$ cat src/rtl/pc_seq_pkg.sv
// Shared definitions for the program-counter sequencer: operation encodings
// and the stack-occupancy width helper.
package pc_seq_pkg;

  // Encodings 6 and 7 are deliberately left out; the sequencer treats them as illegal.
  typedef enum logic [2:0] {
    INC    = 3'd0,
    JUMP   = 3'd1,
    BRANCH = 3'd2,
    CALL   = 3'd3,
    RET    = 3'd4,
    HOLD   = 3'd5
  } op_e;

  function automatic int sp_width(input int depth);
    return $clog2(depth + 1);
  endfunction

endpackage

$ cat src/rtl/pc_stack.sv
// Return-address LIFO for the PC sequencer. Updates on the falling clock edge;
// the caller guarantees push and pop are never asserted together.
module pc_stack
  import pc_seq_pkg::*;
#(
  parameter int ADDR_W      = 8,
  parameter int STACK_DEPTH = 4
) (
  input  logic                                 clk,
  input  logic                                 rst,
  input  logic                                 push,
  input  logic                                 pop,
  input  logic [ADDR_W-1:0]                    din,
  output logic [ADDR_W-1:0]                    dout,
  output logic [sp_width(STACK_DEPTH)-1:0]     count,
  output logic                                 full,
  output logic                                 empty
);

  localparam int CNT_W = sp_width(STACK_DEPTH);

  logic [ADDR_W-1:0] mem [STACK_DEPTH];

  assign full  = (count == CNT_W'(STACK_DEPTH));
  assign empty = (count == '0);

  // NOTE: sequential state uses non-blocking assignments so every register
  // samples the pre-edge values, independent of statement order.
  always_ff @(negedge clk or negedge rst) begin
    if (!rst) begin
      count <= '0;
    end else if (push && !full) begin
      count <= count + CNT_W'(1);
    end else if (pop && !empty) begin
      count <= count - CNT_W'(1);
    end
  end

  // NOTE: the storage array has no reset; entries at or above count are never
  // read, so clearing them would only add reset fan-out.
  always_ff @(negedge clk) begin
    if (push && !full) begin
      for (int i = 0; i < STACK_DEPTH; i++) begin
        if (CNT_W'(i) == count) mem[i] <= din;
      end
    end
  end

  always_comb begin
    dout = '0;
    for (int i = 0; i < STACK_DEPTH; i++) begin
      if (CNT_W'(i + 1) == count) dout = mem[i];
    end
  end

endmodule

$ cat src/rtl/pc_sequencer.sv
// Program-counter sequencer: INC/JUMP/BRANCH/CALL/RET/HOLD with a return-address
// stack, falling-edge state updates, one-edge ack and a sticky fault flag.
module pc_sequencer
  import pc_seq_pkg::*;
#(
  parameter int                ADDR_W      = 8,
  parameter int                STACK_DEPTH = 4,
  parameter logic [ADDR_W-1:0] RESET_VEC   = '0
) (
  input  logic                             clk,
  input  logic                             rst,
  input  logic                             en,
  input  logic [2:0]                       op,
  input  logic [ADDR_W-1:0]                target,
  input  logic [ADDR_W-1:0]                offset,
  input  logic                             cond,
  output logic [ADDR_W-1:0]                pc_out,
  output logic                             ack,
  output logic [sp_width(STACK_DEPTH)-1:0] sp,
  output logic                             fault
);

  logic [ADDR_W-1:0] pc_inc;
  logic [ADDR_W-1:0] pc_next;
  logic [ADDR_W-1:0] stack_top;
  logic              push;
  logic              pop;
  logic              fault_set;
  logic              stack_full;
  logic              stack_empty;

  assign pc_inc = pc_out + ADDR_W'(1);

  pc_stack #(
    .ADDR_W      (ADDR_W),
    .STACK_DEPTH (STACK_DEPTH)
  ) u_stack (
    .clk   (clk),
    .rst   (rst),
    .push  (push),
    .pop   (pop),
    .din   (pc_inc),
    .dout  (stack_top),
    .count (sp),
    .full  (stack_full),
    .empty (stack_empty)
  );

  // NOTE: every output of this block gets a default first, so no path leaves
  // a signal unassigned and no latch is inferred.
  always_comb begin
    pc_next   = pc_out;
    push      = 1'b0;
    pop       = 1'b0;
    fault_set = 1'b0;
    if (en) begin
      case (op)
        INC:    pc_next = pc_inc;
        JUMP:   pc_next = target;
        BRANCH: pc_next = cond ? pc_out + offset : pc_inc;
        CALL: begin
          if (stack_full) begin
            fault_set = 1'b1;
          end else begin
            push    = 1'b1;
            pc_next = target;
          end
        end
        RET: begin
          if (stack_empty) begin
            fault_set = 1'b1;
          end else begin
            pop     = 1'b1;
            pc_next = stack_top;
          end
        end
        HOLD:    ;
        default: fault_set = 1'b1;
      endcase
    end
  end

  always_ff @(negedge clk or negedge rst) begin
    if (!rst) begin
      pc_out <= RESET_VEC;
      ack    <= 1'b0;
      fault  <= 1'b0;
    end else begin
      pc_out <= pc_next;
      ack    <= en;
      if (fault_set) fault <= 1'b1;
    end
  end

endmodule

$ cat config.mk
export PLATFORM = sky130hd
export DESIGN_NAME = pc_sequencer
export DESIGN_NICKNAME = d
export VERILOG_FILES = /design/src/rtl/pc_seq_pkg.sv /design/src/rtl/pc_stack.sv /design/src/rtl/pc_sequencer.sv
export SDC_FILE = /design/constraint.sdc
export NUM_CORES = 1
export LEC_CHECK = 0
export CAP_MARGIN = 20
export CORE_ASPECT_RATIO = 1.75
export CORE_MARGIN = 8
export CORE_UTILIZATION = 55
export DETAILED_ROUTE_END_ITERATION = 8
export GPL_ROUTABILITY_DRIVEN = 0
export PLACE_DENSITY = 0.75
export SLEW_MARGIN = 15
export SYNTH_ARGS = -nofsm -noshare
export SYNTH_HDL_FRONTEND = slang
export SYNTH_HIERARCHICAL = 1
export SYNTH_SLANG_ARGS = --single-unit
$ cat constraint.sdc
create_clock -name clk -period 5.7 [get_ports clk]
set_input_delay 0.855 -clock clk [delete_from_list [all_inputs] [get_ports clk]]
set_output_delay 0.855 -clock clk [all_outputs]
set_load 0.1 [all_outputs]
# --- Word-level counts from Yosys, hierarchy flattened ---
# Memory sizes are Yosys's and may differ from the RTL's.
# Index checks and enable logic that the tools add are counted.
totals:
  ff_bits: 13
  latchBits: 0
  mem_bits_rw: 32
  mem_bits_ro: 0
  input_bits: 23
  out_inout_bits: 13
  elab_cells: 74
  memories: 1
op_classes:
  add_sub_neg: 4
  n_mul: 0
  n_div: 0
  order_cmp: 0
  eq_ne: 12
  n_shift: 0
  muxes: 40
  bitwise: 0
  n_reduce_logical: 13
memory_table:
  columns: ["name", "depth", "word_bits", "rd", "rd_ports_with_merged_regs", "wr", "line_no", "source"]
  rows:
  - ["u_stack.mem", 4, 8, 4, 0, 1, "pc_stack.sv:22", "logic [ADDR_W-1:0] mem [STACK_DEPTH];"]
ops:
  columns: ["operator", "count"]
  rows:
  - ["two-way mux 8 bit", 10]
  - ["one-hot mux 8 bit (5 select lines)", 1]
  - ["OR reduction 8 bit", 3]
  - ["two-way mux 1 bit", 23]
  - ["== test 3 bit, second input constant", 3]
  - ["adder 8 x 1 -> 8 bit, second input constant", 1]
  - ["adder 8 bit", 1]
  - ["== test 2 x 3 -> 1 bit, first input constant", 2]
  - ["== test 3 x 2 -> 1 bit, second input constant", 2]
  - ["logical NOT 3 bit", 2]
  - ["two-way mux 2 bit", 3]
  - ["two-way mux 3 bit", 2]
  - ["nonzero test 5 bit", 1]
  - ["!= test 2 bit, second input constant", 2]
  - ["AND reduction 4 bit", 1]
  - ["OR reduction 4 bit", 1]
  - ["adder 3 x 1 -> 3 bit, second input constant", 1]
  - ["== test 1 x 3 -> 1 bit, first input constant", 1]
  - ["== test 3 x 1 -> 1 bit, second input constant", 1]
  - ["== test 3 bit, first input constant", 1]
  - ["one-hot mux 1 bit (3 select lines)", 1]
  - ["subtractor 3 x 1 -> 3 bit, second input constant", 1]
  - ["logical AND 1 bit", 2]
  - ["logical NOT 1 bit", 2]
  - ["nonzero test 2 bit", 1]

# --- Longest topological paths before layout ---
logic_depth:
  depth_word: 11
  depth_mapped: 11
  mapped_depth_nobuf: 9

# --- By module ---
# The synthesis kept the hierarchy.
by_module_without_submodules:
  columns: ["module", "n_inst", "cells_each", "area_per_inst_um2", "seq_area_each_um2"]
  rows:
  - ["pc_stack", 1, 111, 1579.0, 1036.0]
  - ["pc_sequencer", 1, 147, 1233.7, 250.2]

==> results.cfg <==
[synth]
async_flop_share_pct = 28.9
synth_area_um2 = 2810
syn_inst = 258
yosysTopAreaCellShare_pct = 34.2
synth_nets = 296
synth_ff_type = edfxtp_1
syn_avg_cell_area_um2 = 10.9
synth_edf_count = 32
seq_area_frac_synth_pct = 45.7
synthTopCellsByArea = edfxtp_1 (34%), dfrtn_1 (12%), ha_1 (6.2%)
ys_warn_count = 6
ys_ff_latch = 45
ys_types = 61
yosys.area.top_type = edfxtp_1

[clock_network]
cts_tree = done
path_clk_slew_ns = 0.07
post_cts_resized = 0
clock_sinks = 45
numCtsBuffers = 5
hold_buffers = 0
postCtsSetupRepairBufs = 0
htreeDepth = 2
clock_path_buffers = 2
cts_root_buffer = clkbuf_8
insertion_delay_ns = 0.37

[floorplan]
ios = 36
die_area_um2 = 7750
die_height_um = 111
start_util_pct = 57.0
die_x_um = 70.1
fp.coreArea_um2 = 4930
num_rows = 34

[route]
vias = 2409
drc_errors = 0
post_drt_wl_per_cell_um = 18.3
drt-pass1-iter-count = 4
first_iter_violations = 129
postRouteAntennaNets = 0
via_per_inst = 6.21
wirelength_mm = 7.09

[worst_setup_path]
worst_setup_path_start_kind = primary input
path_cells = clkdlybuf4s50_1 -> ha_1 -> fa_1 -> a211o_1 -> a21oi_2 -> o221ai_1 -> a32o_1
setup.worst_path.class = primary input to flip-flop
arrival_ns = 2.87
critPathBufInv = 1
cpMaxStageDelayCell = clkdlybuf4s50_1
cp-end-kind = flip-flop
path_max_fanout = 3
required_ns = 3.01
critPathMaxStageDelay_ns = 0.42
critical_path.top_delay_family = compound AO/OA/AOI/OAI gates

[sta]
setup_viol = 0
final_max_slew_viol_count = 0
setup-tns-final_ns = 0
final_hold_viol_count = 0
maxSlewHeadroom_pct = 55.4
skew_ns = 0.0706
worstMarginPinSlew_ns = 0.667
rsz0062_at_grt = false

[grt]
grt_pass1_wl_mm = 12.0
antenna_found_initial = 0
overflow = 0
grt_max_degree = 18
grt_pass1_vias = 2603
grtUsageTotal_pct = 18.7

[layout]
stdcell_area_um2 = 3440
register_area_um2 = 1290
nets = 371
areaGrowthSynthToFinish_pct = 22.2
drive_above_1_share_pct = 13.8
multiInputGateArea_um2 = 1350
final_core_util_pct = 69.6
nFillCells = 408
n_antenna_cell = 0

[pwr]
leakage_nw = 1.48
p_int_w = 0.000815
seqPwrFrac_pct = 29.9
power.switching_w = 0.000805
comb_power_share_pct = 51.6
p_clk_share_pct = 18.5
p_sw_share_pct = 49.7
pwr_density_cell_nw_per_um2 = 472
ir_worst_vdd_uv = 472

[place]
placed_area_um2 = 3220
dp_hpwl_mm = 5.57
port_buffers = 35

[run]
drv_cap = 0

[outcome]
outcome = finished clean

[hold_path]
hold_class = flip-flop to flip-flop
-- layout by cell type, fill, tap and decap left out, types with 4 or more instances in the layout --
cell and instances:
a211oi_1 4, a21o_1 4, a21oi_1 17, a221oi_1 5, a222oi_1 7, a32o_1 6, and2_1 4, buf_4 26
clkbuf_8 5, clkdlybuf4s50_1 22, dfrtn_1 13, edfxtp_1 32, ha_1 14, inv_1 48, nand2_1 14, nand2b_1 4
nand3_1 15, nor2_1 15, o21a_1 5, o21ai_0 8, xnor2_1 4, xor2_1 4
-- path summary, 6_finish.rpt --
kind	from	to	slack (ns)	cells past startpoint
max	offset[0]	pc_out[6]	0.14	7
min	fault	fault	0.41	1
max reg2reg	u_stack/count[0]	u_stack/mem[0][3]	2.71	7
min reg2reg	fault	fault	0.41	1
max in group asynchronous	rst	u_stack/count[2]	1.56	1
min in group asynchronous	rst	pc_out[2]	3.68	1
-- worst reg2reg max path: stages (launching register included) --
cell and delay (ns):
dfrtn_1 0.48, inv_1 0.12, ha_1 0.39, nand2_1 0.42, inv_1 0.16, nor4b_1 0.48
buf_4 0.25, and2_1 0.40
-- layer usage --
metal	up-vias	routed length, µm	global-route usage [%]
met4	0	236	10.4
li1	1141	-	-
met1	1182	2490	17.6
met2	66	4150	36.4
met5	-	0	0
met3	20	221	2.69
-- synthesized netlist by cell type (5+ instances only) --
| master | instances |
|---|---|
| edfxtp_1 | 32 |
| a21oi_1 | 18 |
| inv_1 | 17 |
| nand3_1 | 15 |
| nor2_1 | 15 |
| ha_1 | 14 |
| nand2_1 | 14 |
| dfrtn_1 | 13 |
| o21ai_0 | 8 |
| a222oi_1 | 7 |
| a32o_1 | 6 |
| a221oi_1 | 5 |
| o21a_1 | 5 |
-- cell families (layout without fill, tap and decap cells) --
logic type / after synthesis / in the layout / synth area share [%]
compound gates: 80 / 80 / 20.7
simple gates: 76 / 76 / 16.1
flops: 45 / 45 / 45.7
buf+inv: 30 / 106 / 6.45
fa+ha+maj: 15 / 15 / 6.94
xor+xnor: 8 / 8 / 2.49
mux: 4 / 4 / 1.51
-- flip-flops by register name, indices dropped and copies added (netlist names) --
register	flops
pc_out	8
fault	1
u_stack/mem	32
u_stack/count	3
ack	1
-- layout make-up --
| cell class | count | area share (%) |
|---|---|---|
| clock buffer | 5 | 2.00 |
| clock inverter | 35 | 4.33 |
| inverter | 16 | 1.75 |
| multi-input combinational | 183 | 39.3 |
| sequential | 45 | 37.4 |
| tap | 54 | 1.97 |
| timing repair buffer | 50 | 13.3 |
-- power by group through the flow --
stage / Combinational (W) / Sequential [W] / Clock (W)
final: 0.000837 / 0.000485 / 0.000299
after global routing: 0.000900 / 0.000491 / 0.000336
after CTS: 0.000836 / 0.000484 / 0.000307
after detailed placement: 0.000834 / 0.000489 / 0.0000347
after global placement: 0.000819 / 0.000487 / 0.0000347
after floorplan: 0.000425 / 0.000694 / 0.0000347
-- stage by stage --
| stage | power, W | hold slack [ns] | std cells | setup slack [ns] |
|---|---|---|---|---|
| after floorplan | 0.00115 | 0.617 | 258 | 0.289 |
| after detailed placement | 0.00136 | 0.408 | 349 | -0.237 |
| after global placement | 0.00134 | 0.403 | 349 | -0.196 |
| after CTS | 0.00163 | 0.409 | 388 | 0.0840 |
| final | 0.00162 | 0.407 | 388 | 0.144 |
| after global routing | 0.00173 | 0.447 | 388 | 0.0342 |
No activity file was read; power rests on OpenSTA's default activity.
